$ cat config.mk
export PLATFORM = sky130hd
export DESIGN_NAME = vend_sequencer_flat
export DESIGN_NICKNAME = d
export VERILOG_FILES = /design/src/rtl/vend_pkg.sv /design/src/rtl/vend_if.sv /design/src/rtl/vend_timer.sv /design/src/rtl/vend_sequencer.sv /design/src/flat_wrapper.sv
export SDC_FILE = /design/constraint.sdc
export NUM_CORES = 1
export LEC_CHECK = 0
export ABC_AREA = 0
export CAP_MARGIN = 20
export CORE_MARGIN = 3
export CORE_UTILIZATION = 35
export CTS_CLUSTER_DIAMETER = 100
export DETAILED_ROUTE_END_ITERATION = 16
export PLACE_DENSITY = 0.55
export SYNTH_ARGS = -nofsm -noshare
export SYNTH_HDL_FRONTEND = slang
export SYNTH_HIERARCHICAL = 1
export SYNTH_SLANG_ARGS = --single-unit
$ cat constraint.sdc
create_clock -name clk -period 6.8 [get_ports clk]
set_clock_uncertainty 0.2 [all_clocks]
set_input_delay 1.02 -clock clk [delete_from_list [all_inputs] [get_ports clk]]
set_output_delay 1.02 -clock clk [all_outputs]
set_load 0.03 [all_outputs]
$ cat src/rtl/vend_pkg.sv
// Shared types and constants for the vending transaction controller.
// State encoding is exported on the debug port, so the values are fixed.
package vend_pkg;

  typedef enum logic [2:0] {
    IDLE    = 3'd0,
    COLLECT = 3'd1,
    VEND    = 3'd2,
    CHANGE  = 3'd3
  } vendState_t;

  localparam logic [6:0] NICKEL  = 7'd5;
  localparam logic [6:0] DIME    = 7'd10;
  localparam logic [6:0] QUARTER = 7'd25;

  localparam int unsigned DEFAULT_PRICE = 40;
  localparam int          TIMER_W       = 32;

  // Largest coin that does not exceed the credit still owed.
  function automatic logic [6:0] greedyCoin(input logic [6:0] credit);
    if (credit >= QUARTER) return QUARTER;
    if (credit >= DIME)    return DIME;
    return NICKEL;
  endfunction

endpackage

$ cat src/rtl/vend_if.sv
// Coin/cancel inputs and display/LED outputs of the vending controller.
// master = debounce/driver side, slave = the sequencer.
interface vend_if;
  import vend_pkg::*;

  logic        nickelPulse;
  logic        dimePulse;
  logic        quarterPulse;
  logic        cancelPulse;
  logic [6:0]  creditCents;
  logic        dispenseActive;
  logic        changeNickel;
  logic        changeDime;
  logic        changeQuarter;
  logic        coinReject;
  logic        busy;
  logic [15:0] vendCount;
  logic [2:0]  state;

  modport master (
    output nickelPulse, dimePulse, quarterPulse, cancelPulse,
    input  creditCents, dispenseActive, changeNickel, changeDime, changeQuarter,
           coinReject, busy, vendCount, state
  );

  modport slave (
    input  nickelPulse, dimePulse, quarterPulse, cancelPulse,
    output creditCents, dispenseActive, changeNickel, changeDime, changeQuarter,
           coinReject, busy, vendCount, state
  );

endinterface

$ cat src/rtl/vend_timer.sv
// Load/expire down-counter shared by the dispense, change-interval and
// timeout phases; expired is the terminal-count compare against zero.
module vend_timer #(
  parameter int W = 32
) (
  input  logic         clk,
  input  logic         reset,
  input  logic         load,
  input  logic [W-1:0] loadValue,
  input  logic         dec,
  output logic [W-1:0] count,
  output logic         expired
);

  always_ff @(posedge clk or posedge reset) begin
    if (reset) begin
      count <= '0;
    end else if (load) begin
      count <= loadValue;
    end else if (dec && (count != '0)) begin
      count <= count - W'(1);
    end
  end

  assign expired = (count == '0);

endmodule

$ cat src/rtl/vend_sequencer.sv
// Vending transaction controller: accumulates credit from debounced coin
// pulses, times the dispense phase and pays change/refunds coin by coin.
//
// state   | meaning
// IDLE    | no credit; first accepted coin starts a transaction
// COLLECT | accumulating credit; cancel or inactivity timeout refunds
// VEND    | dispenseActive held for DISPENSE_CYCLES, then price deducted
// CHANGE  | greedy change strobes every CHANGE_CYCLES until credit is 0
module vend_sequencer
  import vend_pkg::*;
#(
  parameter int unsigned PRICE           = DEFAULT_PRICE,
  parameter int unsigned DISPENSE_CYCLES = 50_000_000,
  parameter int unsigned CHANGE_CYCLES   = 25_000_000,
  parameter int unsigned TIMEOUT_CYCLES  = 1_500_000_000
) (
  input logic   clk,
  input logic   reset,
  vend_if.slave bus
);

  localparam logic [6:0]         PRICE_C       = 7'(PRICE);
  localparam logic [TIMER_W-1:0] DISPENSE_LOAD = TIMER_W'(DISPENSE_CYCLES - 1);
  localparam logic [TIMER_W-1:0] CHANGE_LOAD   = TIMER_W'(CHANGE_CYCLES - 1);
  localparam logic [TIMER_W-1:0] TIMEOUT_LOAD  = TIMER_W'(TIMEOUT_CYCLES - 1);

  vendState_t  stateQ, stateD;
  logic [6:0]  creditQ, creditD;
  logic [15:0] vendCountQ, vendCountD;
  logic        rejectQ, rejectD;
  logic        dispenseQ, dispenseD;
  logic        busyQ, busyD;
  logic        chgNickelQ, chgNickelD;
  logic        chgDimeQ, chgDimeD;
  logic        chgQuarterQ, chgQuarterD;

  logic               tmrLoad, tmrDec, tmrExpired;
  logic [TIMER_W-1:0] tmrLoadValue, tmrCount;

  logic       coinAny, coinHit, coinExtra;
  logic [6:0] coinValue, creditSum, payCoin;

  vend_timer #(.W(TIMER_W)) uTimer (
    .clk       (clk),
    .reset     (reset),
    .load      (tmrLoad),
    .loadValue (tmrLoadValue),
    .dec       (tmrDec),
    .count     (tmrCount),
    .expired   (tmrExpired)
  );

  // Nickel > dime > quarter; coinExtra flags a second pulse that must be rejected.
  always_comb begin
    coinHit   = 1'b0;
    coinExtra = 1'b0;
    coinValue = '0;
    coinAny   = bus.nickelPulse | bus.dimePulse | bus.quarterPulse;
    if (bus.nickelPulse) begin
      coinHit   = 1'b1;
      coinValue = NICKEL;
      coinExtra = bus.dimePulse | bus.quarterPulse;
    end else if (bus.dimePulse) begin
      coinHit   = 1'b1;
      coinValue = DIME;
      coinExtra = bus.quarterPulse;
    end else if (bus.quarterPulse) begin
      coinHit   = 1'b1;
      coinValue = QUARTER;
    end
    creditSum = creditQ + coinValue;
    payCoin   = greedyCoin(creditQ);
  end

  always_comb begin
    stateD       = stateQ;
    creditD      = creditQ;
    vendCountD   = vendCountQ;
    rejectD      = 1'b0;
    chgNickelD   = 1'b0;
    chgDimeD     = 1'b0;
    chgQuarterD  = 1'b0;
    tmrLoad      = 1'b0;
    tmrLoadValue = '0;
    tmrDec       = 1'b0;

    case (stateQ)
      IDLE: begin
        creditD = '0;
        if (coinHit) begin
          creditD = coinValue;
          rejectD = coinExtra;
          tmrLoad = 1'b1;
          if (coinValue >= PRICE_C) begin
            stateD       = VEND;
            tmrLoadValue = DISPENSE_LOAD;
          end else begin
            stateD       = COLLECT;
            tmrLoadValue = TIMEOUT_LOAD;
          end
        end
      end

      COLLECT: begin
        if (bus.cancelPulse) begin
          rejectD = coinAny;
          stateD  = CHANGE;
          tmrLoad = 1'b1;
        end else if (coinHit) begin
          creditD = creditSum;
          rejectD = coinExtra;
          tmrLoad = 1'b1;
          if (creditSum >= PRICE_C) begin
            stateD       = VEND;
            tmrLoadValue = DISPENSE_LOAD;
          end else begin
            tmrLoadValue = TIMEOUT_LOAD;
          end
        end else if (tmrExpired) begin
          stateD  = CHANGE;
          tmrLoad = 1'b1;
        end else begin
          tmrDec = 1'b1;
        end
      end

      VEND: begin
        rejectD = coinAny;
        if (tmrExpired) begin
          creditD = creditQ - PRICE_C;
          if (vendCountQ != 16'hFFFF) vendCountD = vendCountQ + 16'd1;
          if (creditQ == PRICE_C) begin
            stateD = IDLE;
          end else begin
            stateD  = CHANGE;
            tmrLoad = 1'b1;
          end
        end else begin
          tmrDec = 1'b1;
        end
      end

      CHANGE: begin
        rejectD = coinAny;
        if (creditQ == '0) begin
          stateD = IDLE;
        end else if (tmrExpired) begin
          creditD     = creditQ - payCoin;
          chgQuarterD = (payCoin == QUARTER);
          chgDimeD    = (payCoin == DIME);
          chgNickelD  = (payCoin == NICKEL);
          if (creditQ == payCoin) begin
            stateD = IDLE;
          end else begin
            tmrLoad      = 1'b1;
            tmrLoadValue = CHANGE_LOAD;
          end
        end else begin
          tmrDec = 1'b1;
        end
      end

      default: begin
        stateD  = IDLE;
        creditD = '0;
      end
    endcase

    dispenseD = (stateD == VEND);
    busyD     = (stateD == VEND) || (stateD == CHANGE);
  end

  always_ff @(posedge clk or posedge reset) begin
    if (reset) begin
      stateQ      <= IDLE;
      creditQ     <= '0;
      vendCountQ  <= '0;
      rejectQ     <= 1'b0;
      dispenseQ   <= 1'b0;
      busyQ       <= 1'b0;
      chgNickelQ  <= 1'b0;
      chgDimeQ    <= 1'b0;
      chgQuarterQ <= 1'b0;
    end else begin
      stateQ      <= stateD;
      creditQ     <= creditD;
      vendCountQ  <= vendCountD;
      rejectQ     <= rejectD;
      dispenseQ   <= dispenseD;
      busyQ       <= busyD;
      chgNickelQ  <= chgNickelD;
      chgDimeQ    <= chgDimeD;
      chgQuarterQ <= chgQuarterD;
    end
  end

  assign bus.state          = stateQ;
  assign bus.creditCents    = creditQ;
  assign bus.vendCount      = vendCountQ;
  assign bus.coinReject     = rejectQ;
  assign bus.dispenseActive = dispenseQ;
  assign bus.busy           = busyQ;
  assign bus.changeNickel   = chgNickelQ;
  assign bus.changeDime     = chgDimeQ;
  assign bus.changeQuarter  = chgQuarterQ;

endmodule

$ cat src/flat_wrapper.sv
// flat-port wrapper written by rule: the top's interface ports become plain ports
module vend_sequencer_flat import vend_pkg::*;
#(
  parameter int unsigned PRICE           = DEFAULT_PRICE,
  parameter int unsigned DISPENSE_CYCLES = 50_000_000,
  parameter int unsigned CHANGE_CYCLES   = 25_000_000,
  parameter int unsigned TIMEOUT_CYCLES  = 1_500_000_000
)
  (clk, reset, bus_nickelPulse, bus_dimePulse, bus_quarterPulse, bus_cancelPulse, bus_creditCents, bus_dispenseActive, bus_changeNickel, bus_changeDime, bus_changeQuarter, bus_coinReject, bus_busy, bus_vendCount, bus_state);
  vend_if bus_i ();
  input logic clk;
  input logic reset;
  input wire logic [$bits(bus_i.nickelPulse)-1:0] bus_nickelPulse;
  input wire logic [$bits(bus_i.dimePulse)-1:0] bus_dimePulse;
  input wire logic [$bits(bus_i.quarterPulse)-1:0] bus_quarterPulse;
  input wire logic [$bits(bus_i.cancelPulse)-1:0] bus_cancelPulse;
  output wire logic [$bits(bus_i.creditCents)-1:0] bus_creditCents;
  output wire logic [$bits(bus_i.dispenseActive)-1:0] bus_dispenseActive;
  output wire logic [$bits(bus_i.changeNickel)-1:0] bus_changeNickel;
  output wire logic [$bits(bus_i.changeDime)-1:0] bus_changeDime;
  output wire logic [$bits(bus_i.changeQuarter)-1:0] bus_changeQuarter;
  output wire logic [$bits(bus_i.coinReject)-1:0] bus_coinReject;
  output wire logic [$bits(bus_i.busy)-1:0] bus_busy;
  output wire logic [$bits(bus_i.vendCount)-1:0] bus_vendCount;
  output wire logic [$bits(bus_i.state)-1:0] bus_state;
  assign bus_i.nickelPulse = bus_nickelPulse;
  assign bus_i.dimePulse = bus_dimePulse;
  assign bus_i.quarterPulse = bus_quarterPulse;
  assign bus_i.cancelPulse = bus_cancelPulse;
  assign bus_creditCents = bus_i.creditCents;
  assign bus_dispenseActive = bus_i.dispenseActive;
  assign bus_changeNickel = bus_i.changeNickel;
  assign bus_changeDime = bus_i.changeDime;
  assign bus_changeQuarter = bus_i.changeQuarter;
  assign bus_coinReject = bus_i.coinReject;
  assign bus_busy = bus_i.busy;
  assign bus_vendCount = bus_i.vendCount;
  assign bus_state = bus_i.state;
  vend_sequencer #(.PRICE(PRICE), .DISPENSE_CYCLES(DISPENSE_CYCLES), .CHANGE_CYCLES(CHANGE_CYCLES), .TIMEOUT_CYCLES(TIMEOUT_CYCLES)) u_core (.clk(clk), .reset(reset), .bus(bus_i));
endmodule
* Yosys cells after proc, flatten, opt, wreduce, memory -nomap -nowiden
Index checks and enable logic that the tools add are counted.
** Operators by class
- Add/sub/neg operators :: 5
- Multiplexer cells :: 72
- Equality and inequality tests :: 16
- Reduce and logical (&&, ||, !) cells :: 10
- $lt $le $gt $ge :: 4
- Bitwise gates (word level) :: 3
** Operators with widths (number)
- 32-bit two-way mux :: 7
- 32-bit case mux with 3 select lines :: 1
- 7-bit two-way mux :: 12
- 31-bit two-way mux :: 2
- 32-bit zero test :: 1
- 1-bit two-way mux :: 32
- 32-bit nonzero test :: 1
- 32-bit by 1-bit subtractor with 32-bit output, second input constant :: 1
- 7-bit case mux with 4 select lines :: 1
- 3-bit two-way mux :: 9
- 25-bit two-way mux :: 1
- 16-bit by 1-bit adder with 16-bit output, second input constant :: 1
- 16-bit != test, second input constant :: 1
- 7-bit by 6-bit greater-or-equal comparator with 1-bit output, second input constant :: 2
- 3-bit by 2-bit equality test with 1-bit output, second input constant :: 4
- 3-bit case mux with 4 select lines :: 1
- 7-bit adder :: 1
- 7-bit by 3-bit equality test with 1-bit output, second input constant :: 1
- 7-bit by 4-bit equality test with 1-bit output, second input constant :: 1
- 7-bit by 5-bit equality test with 1-bit output, second input constant :: 1
- 7-bit by 6-bit equality test with 1-bit output, second input constant :: 1
- 7-bit equality test :: 1
- 7-bit by 4-bit greater-or-equal comparator with 1-bit output, second input constant :: 1
- 7-bit by 5-bit greater-or-equal comparator with 1-bit output, second input constant :: 1
- 18 further kinds :: 25
** Word-level totals
- Word-level logic and storage cells :: 120
- Bits of input ports :: 6
- Output and inout port bits :: 32
- Bits in registers :: 64

* Logic depth before layout (Yosys ltp)
- Depth in word-level cells :: 12
- Mapped depth :: 17
- Depth with buffers taken out :: 15

* Hierarchy
The synthesis kept the hierarchy.
** Modules (own cells, without submodules)
- vend_sequencer :: seq. area each 800.8 µm², times used 1, cells an instance 260, area each 2322.2 µm²
- vend_timer :: seq. area each 800.8 µm², times used 1, cells an instance 234, area each 2088.3 µm²

* Worst setup path after synthesis
OpenSTA, ideal clock, no wires.
- Path kind :: input to register
- Start point :: input port bus_nickelPulse
- End point :: register u_core.uTimer.count[29]
- Path buffers :: 2
- Cell stages on the path :: 11
- Data arrival time :: 3.506 ns
- Required time :: 6.465 ns
- Slack :: 2.960 ns
- Library setup time :: 0.135 ns
- Cell sequence :: or3_1 -> buf_2 -> nor4b_1 -> a21oi_1 -> nor3_1 -> clkbuf_1 -> nor4b_1 -> nand4_1 -> a2111oi_0 -> xnor2_1 -> o21ai_0
** Between the ends
- Cells in the longest elaborated chain, start to end :: 6
- Elaborated cells between the ends (all ways) :: 15
- Classes of those cells :: mux (13); reduce/logical (2)
** Ends and longest elaborated chain
- from (decl) :: RTL line flat_wrapper.sv:13 : input wire logic [$bits(bus_i.nickelPulse)-1:0] bus_nickelPulse;
- 1-bit two-way mux :: RTL line vend_sequencer.sv:59 : if (bus.nickelPulse) begin
- 1-bit two-way mux :: RTL line vend_sequencer.sv:109 : end else if (coinHit) begin
- 1-bit two-way mux :: RTL line vend_sequencer.sv:105 : if (bus.cancelPulse) begin
- 1-bit case mux with 3 select lines :: RTL line vend_sequencer.sv:87 : case (stateQ)
- via u_core.tmrDec :: RTL line vend_sequencer.sv:37 : logic tmrLoad, tmrDec, tmrExpired;
- 1-bit logical AND :: RTL line vend_timer.sv:20 : end else if (dec && (count != '0)) begin
- 2-bit nonzero test (no line)
- to (signal assigned) :: RTL line vend_timer.sv:19 : count <= loadValue;
- to (signal assigned) :: RTL line vend_timer.sv:21 : count <= count - W'(1);
- to (decl) :: RTL line vend_timer.sv:11 : output logic [W-1:0] count,
The timed path passes the listed nets, and every way through them passes these cells.
A chain may end at the register's enable or synchronous reset.

* Worst setup path after layout
- Start point :: register u_core.uTimer.count[22]
- End point :: register u_core.uTimer.count[28]
** Between the ends
- Elaborated cells between the ends (all ways) :: 19
- Classes of those cells :: add/sub (1); mux (14); reduce/logical (4)
** RTL lines
- 32-bit zero test * :: RTL line vend_timer.sv:25 : assign expired = (count == '0);
- via u_core.tmrExpired :: RTL line vend_sequencer.sv:37
- 1-bit two-way mux :: RTL line vend_sequencer.sv:119 : end else if (tmrExpired) begin
- 1-bit two-way mux :: RTL line vend_sequencer.sv:109
- 1-bit two-way mux :: RTL line vend_sequencer.sv:105
- 1-bit case mux with 4 select lines * :: RTL line vend_sequencer.sv:87
- via u_core.tmrLoad :: RTL line vend_sequencer.sv:37
- 32-bit two-way mux or 2-bit nonzero test (tied branches)
Mark *: on every way through the listed nets, which the timed path passes. The rest lies on a longest branch. The select of a mux whose other input is x is not followed.

==> results.sh <==
export IMPL_run_status="finished clean"
export IMPL_place_inst=684
export IMPL_vias_per_cell=5.534
export IMPL_instances_no_fill=701
export IMPL_die_area_sq_um=13980
export IMPL_min_delay_start="u_core/bus.vendCount[5]$_DFFE_PP0P_"
export IMPL_antenna_found_initial=0
export IMPL_htreeDepth=3
export IMPL_clkTransAtPathRegs_ns=0.06
export IMPL_initial_core_util_pct=36.27
export IMPL_ctsHoldBuffers=0
export IMPL_cts_post_setup_buffers_inserted=0
export IMPL_postLayoutCoreUtil_pct=43.21
export IMPL_first_iter_violations=236
export IMPL_ys_flop_type="dfrtp_1"
export IMPL_antenna_cells=0
export IMPL_first_pass_iters=4
export IMPL_synthCells=494
export IMPL_ios=38
export IMPL_end_kind="flip-flop"
export IMPL_worstSkewPairLatency_ns=0.34
export IMPL_place_ws_ns=2.114
export IMPL_die_w_microns=118.3
export IMPL_cpLargestDelayFamily="simple AND/OR/NAND/NOR gates"
export IMPL_setup_ws_ns=2.339
export IMPL_cts_resized=0
export IMPL_worst_setup_path_type="flip-flop to flip-flop"
export IMPL_syn_area_sq_um=4410
export IMPL_grt_overflow=0
export IMPL_hold_violations=0
export IMPL_vias=3879
export IMPL_root_buffer="clkbuf_16"
export IMPL_finalCritPeriodShare_pct=65.61
export IMPL_first_global_vias=3856
export IMPL_yosysSeqAreaShare_pct=36.31
export IMPL_std_cell_rows=40
export IMPL_async_flop_share_pct=100.0
export IMPL_cts_tree="built"
export IMPL_cap_violations=0
export IMPL_num_nets_final=551
export IMPL_peakVddDrop_mv=0.3017
export IMPL_p_leak_nw=2.065
export IMPL_rsz0062_at_grt="no"
export IMPL_r2r_slack_ns=2.34
export IMPL_cellPowerDensity_nw_per_um2=427.8
export IMPL_grt_max_degree=46
export IMPL_tns_ns=0
export IMPL_crit_chain="nor4_1 -> or4b_1 -> nor3_1 -> buf_4 -> o31ai_1 -> nand4_1 -> buf_4 -> inv_1 -> o211a_1 -> a211o_1"
export IMPL_yosysWarningCount=6
export IMPL_die_h_microns=118.3
export IMPL_synth_seq_cells=64
export IMPL_gp_congestion=0.9077
export IMPL_cts_inserted_buffers=9
export IMPL_coreArea_sq_um=12160
export IMPL_dp_hpwl_microns=8314
export IMPL_drc=0
export IMPL_area_delta_synth_final_pct=19.15
export IMPL_r2r_end="u_core/uTimer/count[28]$_DFFE_PP0P_"
export IMPL_cp_slowest_cell="nor4_1"
export IMPL_relSlewSlack_pct=30.76
export IMPL_r2r_start="u_core/uTimer/count[22]$_DFFE_PP0P_"
export IMPL_critPathMaxFanout=45
export IMPL_port_buffers=37
export IMPL_critPathMaxStageDelay_ns=0.91
export IMPL_cp_required_ns=6.82
export IMPL_hold_class="flip-flop to flip-flop"
export IMPL_hold_depth=1
export IMPL_setup_violations_final=0
export IMPL_reg2regPathDepth=10
export IMPL_clock_fmax_ghz=0.2242
export IMPL_track_usage_pct=17.37
export IMPL_path_common_cell="buf_4"
export IMPL_synth_edf_count=0
export IMPL_hold_end="u_core/bus.vendCount[5]$_DFFE_PP0P_"
export IMPL_worstMarginPinSlew_ns=1.029
export IMPL_ant_nets=0
export IMPL_grt_pass1_wl_microns=19710
export IMPL_syn_area_per_cell_sq_um=8.928
export IMPL_cp_arrival_ns=4.48
export IMPL_wl_microns=11820
export IMPL_wire_per_inst_microns=16.85
export IMPL_clockBufferDepth=2
export IMPL_clock_sinks=64
export IMPL_startpoint_type="flip-flop"
export IMPL_drive_above_1_share_pct=8.443
export IMPL_synth_cell_type_count=77
export IMPL_path_buf_inv=3
export IMPL_layout_filler_cells=1204
export IMPL_fin_crit_ns=4.461
export IMPL_drv_slew=0
-- cells in the final DEF (no fill, tap or decap), types with 15 or more instances in the layout --
master	n
inv_1	20
xnor2_1	30
nand2_1	43
clkdlybuf4s50_1	37
ha_1	15
a21oi_1	17
nor2_1	38
nor3_1	18
o21ai_0	22
dfrtp_1	64
-- cells in the mapped netlist (11+ instances only) --
| library cell | number | area share, % |
|---|---|---|
| nand3_1 | 12 | 1.4 |
| dfrtp_1 | 64 | 36 |
| o21ai_0 | 22 | 2.5 |
| nor4_1 | 11 | 1.6 |
| xnor2_1 | 30 | 6.0 |
| ha_1 | 15 | 4.3 |
| clkbuf_1 | 15 | 1.3 |
| nand2_1 | 43 | 3.7 |
| nand4_1 | 13 | 1.8 |
| inv_1 | 20 | 1.7 |
| nor2_1 | 38 | 3.2 |
| a21oi_1 | 17 | 1.9 |
| nor3_1 | 18 | 2.0 |
-- power by group --
part | switching, W | internal [W]
clock | 0.000182 | 0.000295
sequential | 0.000182 | 0.000486
combinational | 0.000644 | 0.000460
total | 0.00101 | 0.00124
-- area by class of cell --
type,instances,area (sq um),share of cell area [%]
Inverter,20,75.07,1.429
Timing Repair Buffer,43,412.9,7.857
Clock inverter,6,67.56,1.286
Tap cell,168,210.2,4.000
Multi-Input combinational cell,390,2649,50.40
Sequential cell,64,1602,30.48
Clock buffer,10,239.0,4.548
-- sequential cells by signal (all words and copies together) (netlist names) --
| signal | flops |
|---|---|
| u_core/bus.changeQuarter | 1 |
| u_core/bus.dispenseActive | 1 |
| u_core/bus.busy | 1 |
| u_core/bus.state | 3 |
| u_core/bus.vendCount | 16 |
| u_core/bus.creditCents | 7 |
| u_core/bus.coinReject | 1 |
| u_core/bus.changeNickel | 1 |
| u_core/bus.changeDime | 1 |
| u_core/uTimer/count | 32 |
-- per-stage QoR --
stage                     hold WS (ns)  power [W]  instance area (sq um)
after global routing            0.3208   0.002416                   5255
after detailed placement        0.2902   0.001762                   4943
after global placement          0.2871   0.001751                   4943
final                           0.2946   0.002248                   5255
after floorplan                 0.3369   0.001476                   4425
after CTS                       0.3024   0.002254                   5250
-- cell families (layout without fill, tap and decap cells) --
group / after synthesis / in the layout / share of synthesized area, %
multiplexers: 7 / 7 / 1.702
XOR/XNOR: 39 / 39 / 7.745
other: 1 / 5 / 0.08502
AO/OA/AOI/OAI: 123 / 123 / 20.43
buffers and inverters: 44 / 79 / 3.971
AND/OR/NAND/NOR: 198 / 198 / 24.37
adder cells (fa/ha/maj): 18 / 18 / 5.390
flip-flops: 64 / 64 / 36.31
-- worst max path at each step --
stage                                                    from                             endpoint  slack [ns]  cells past startpoint
after detailed placement                      bus_nickelPulse  u_core/uTimer/count[29]$_DFFE_PP0P_        2.11                     11
after global placement                        bus_nickelPulse  u_core/uTimer/count[25]$_DFFE_PP0P_        2.18                     11
final                     u_core/uTimer/count[22]$_DFFE_PP0P_  u_core/uTimer/count[28]$_DFFE_PP0P_        2.34                     10
after floorplan                               bus_nickelPulse  u_core/uTimer/count[29]$_DFFE_PP0P_        2.96                     11
after global routing      u_core/uTimer/count[22]$_DFFE_PP0P_  u_core/uTimer/count[28]$_DFFE_PP0P_        2.06                     10
after CTS                 u_core/uTimer/count[22]$_DFFE_PP0P_  u_core/uTimer/count[28]$_DFFE_PP0P_        2.43                     10
-- worst reg2reg max path, cell delays in order (launching register included) --
cell	delay (ns)
dfrtp_1	0.45
nor4_1	0.91
or4b_1	0.72
nor3_1	0.25
buf_4	0.24
o31ai_1	0.15
nand4_1	0.14
buf_4	0.37
inv_1	0.44
o211a_1	0.23
a211o_1	0.26
-- per-layer routing --
metal	up-vias	GRT usage (%)	wire length (microns)
met5	-	0	0
met4	0	7.985	323
met3	22	4.306	462
met2	97	27.69	5530
met1	1856	22.15	5500
li1	1904	-	-
(Power assumes the default switching activity.)
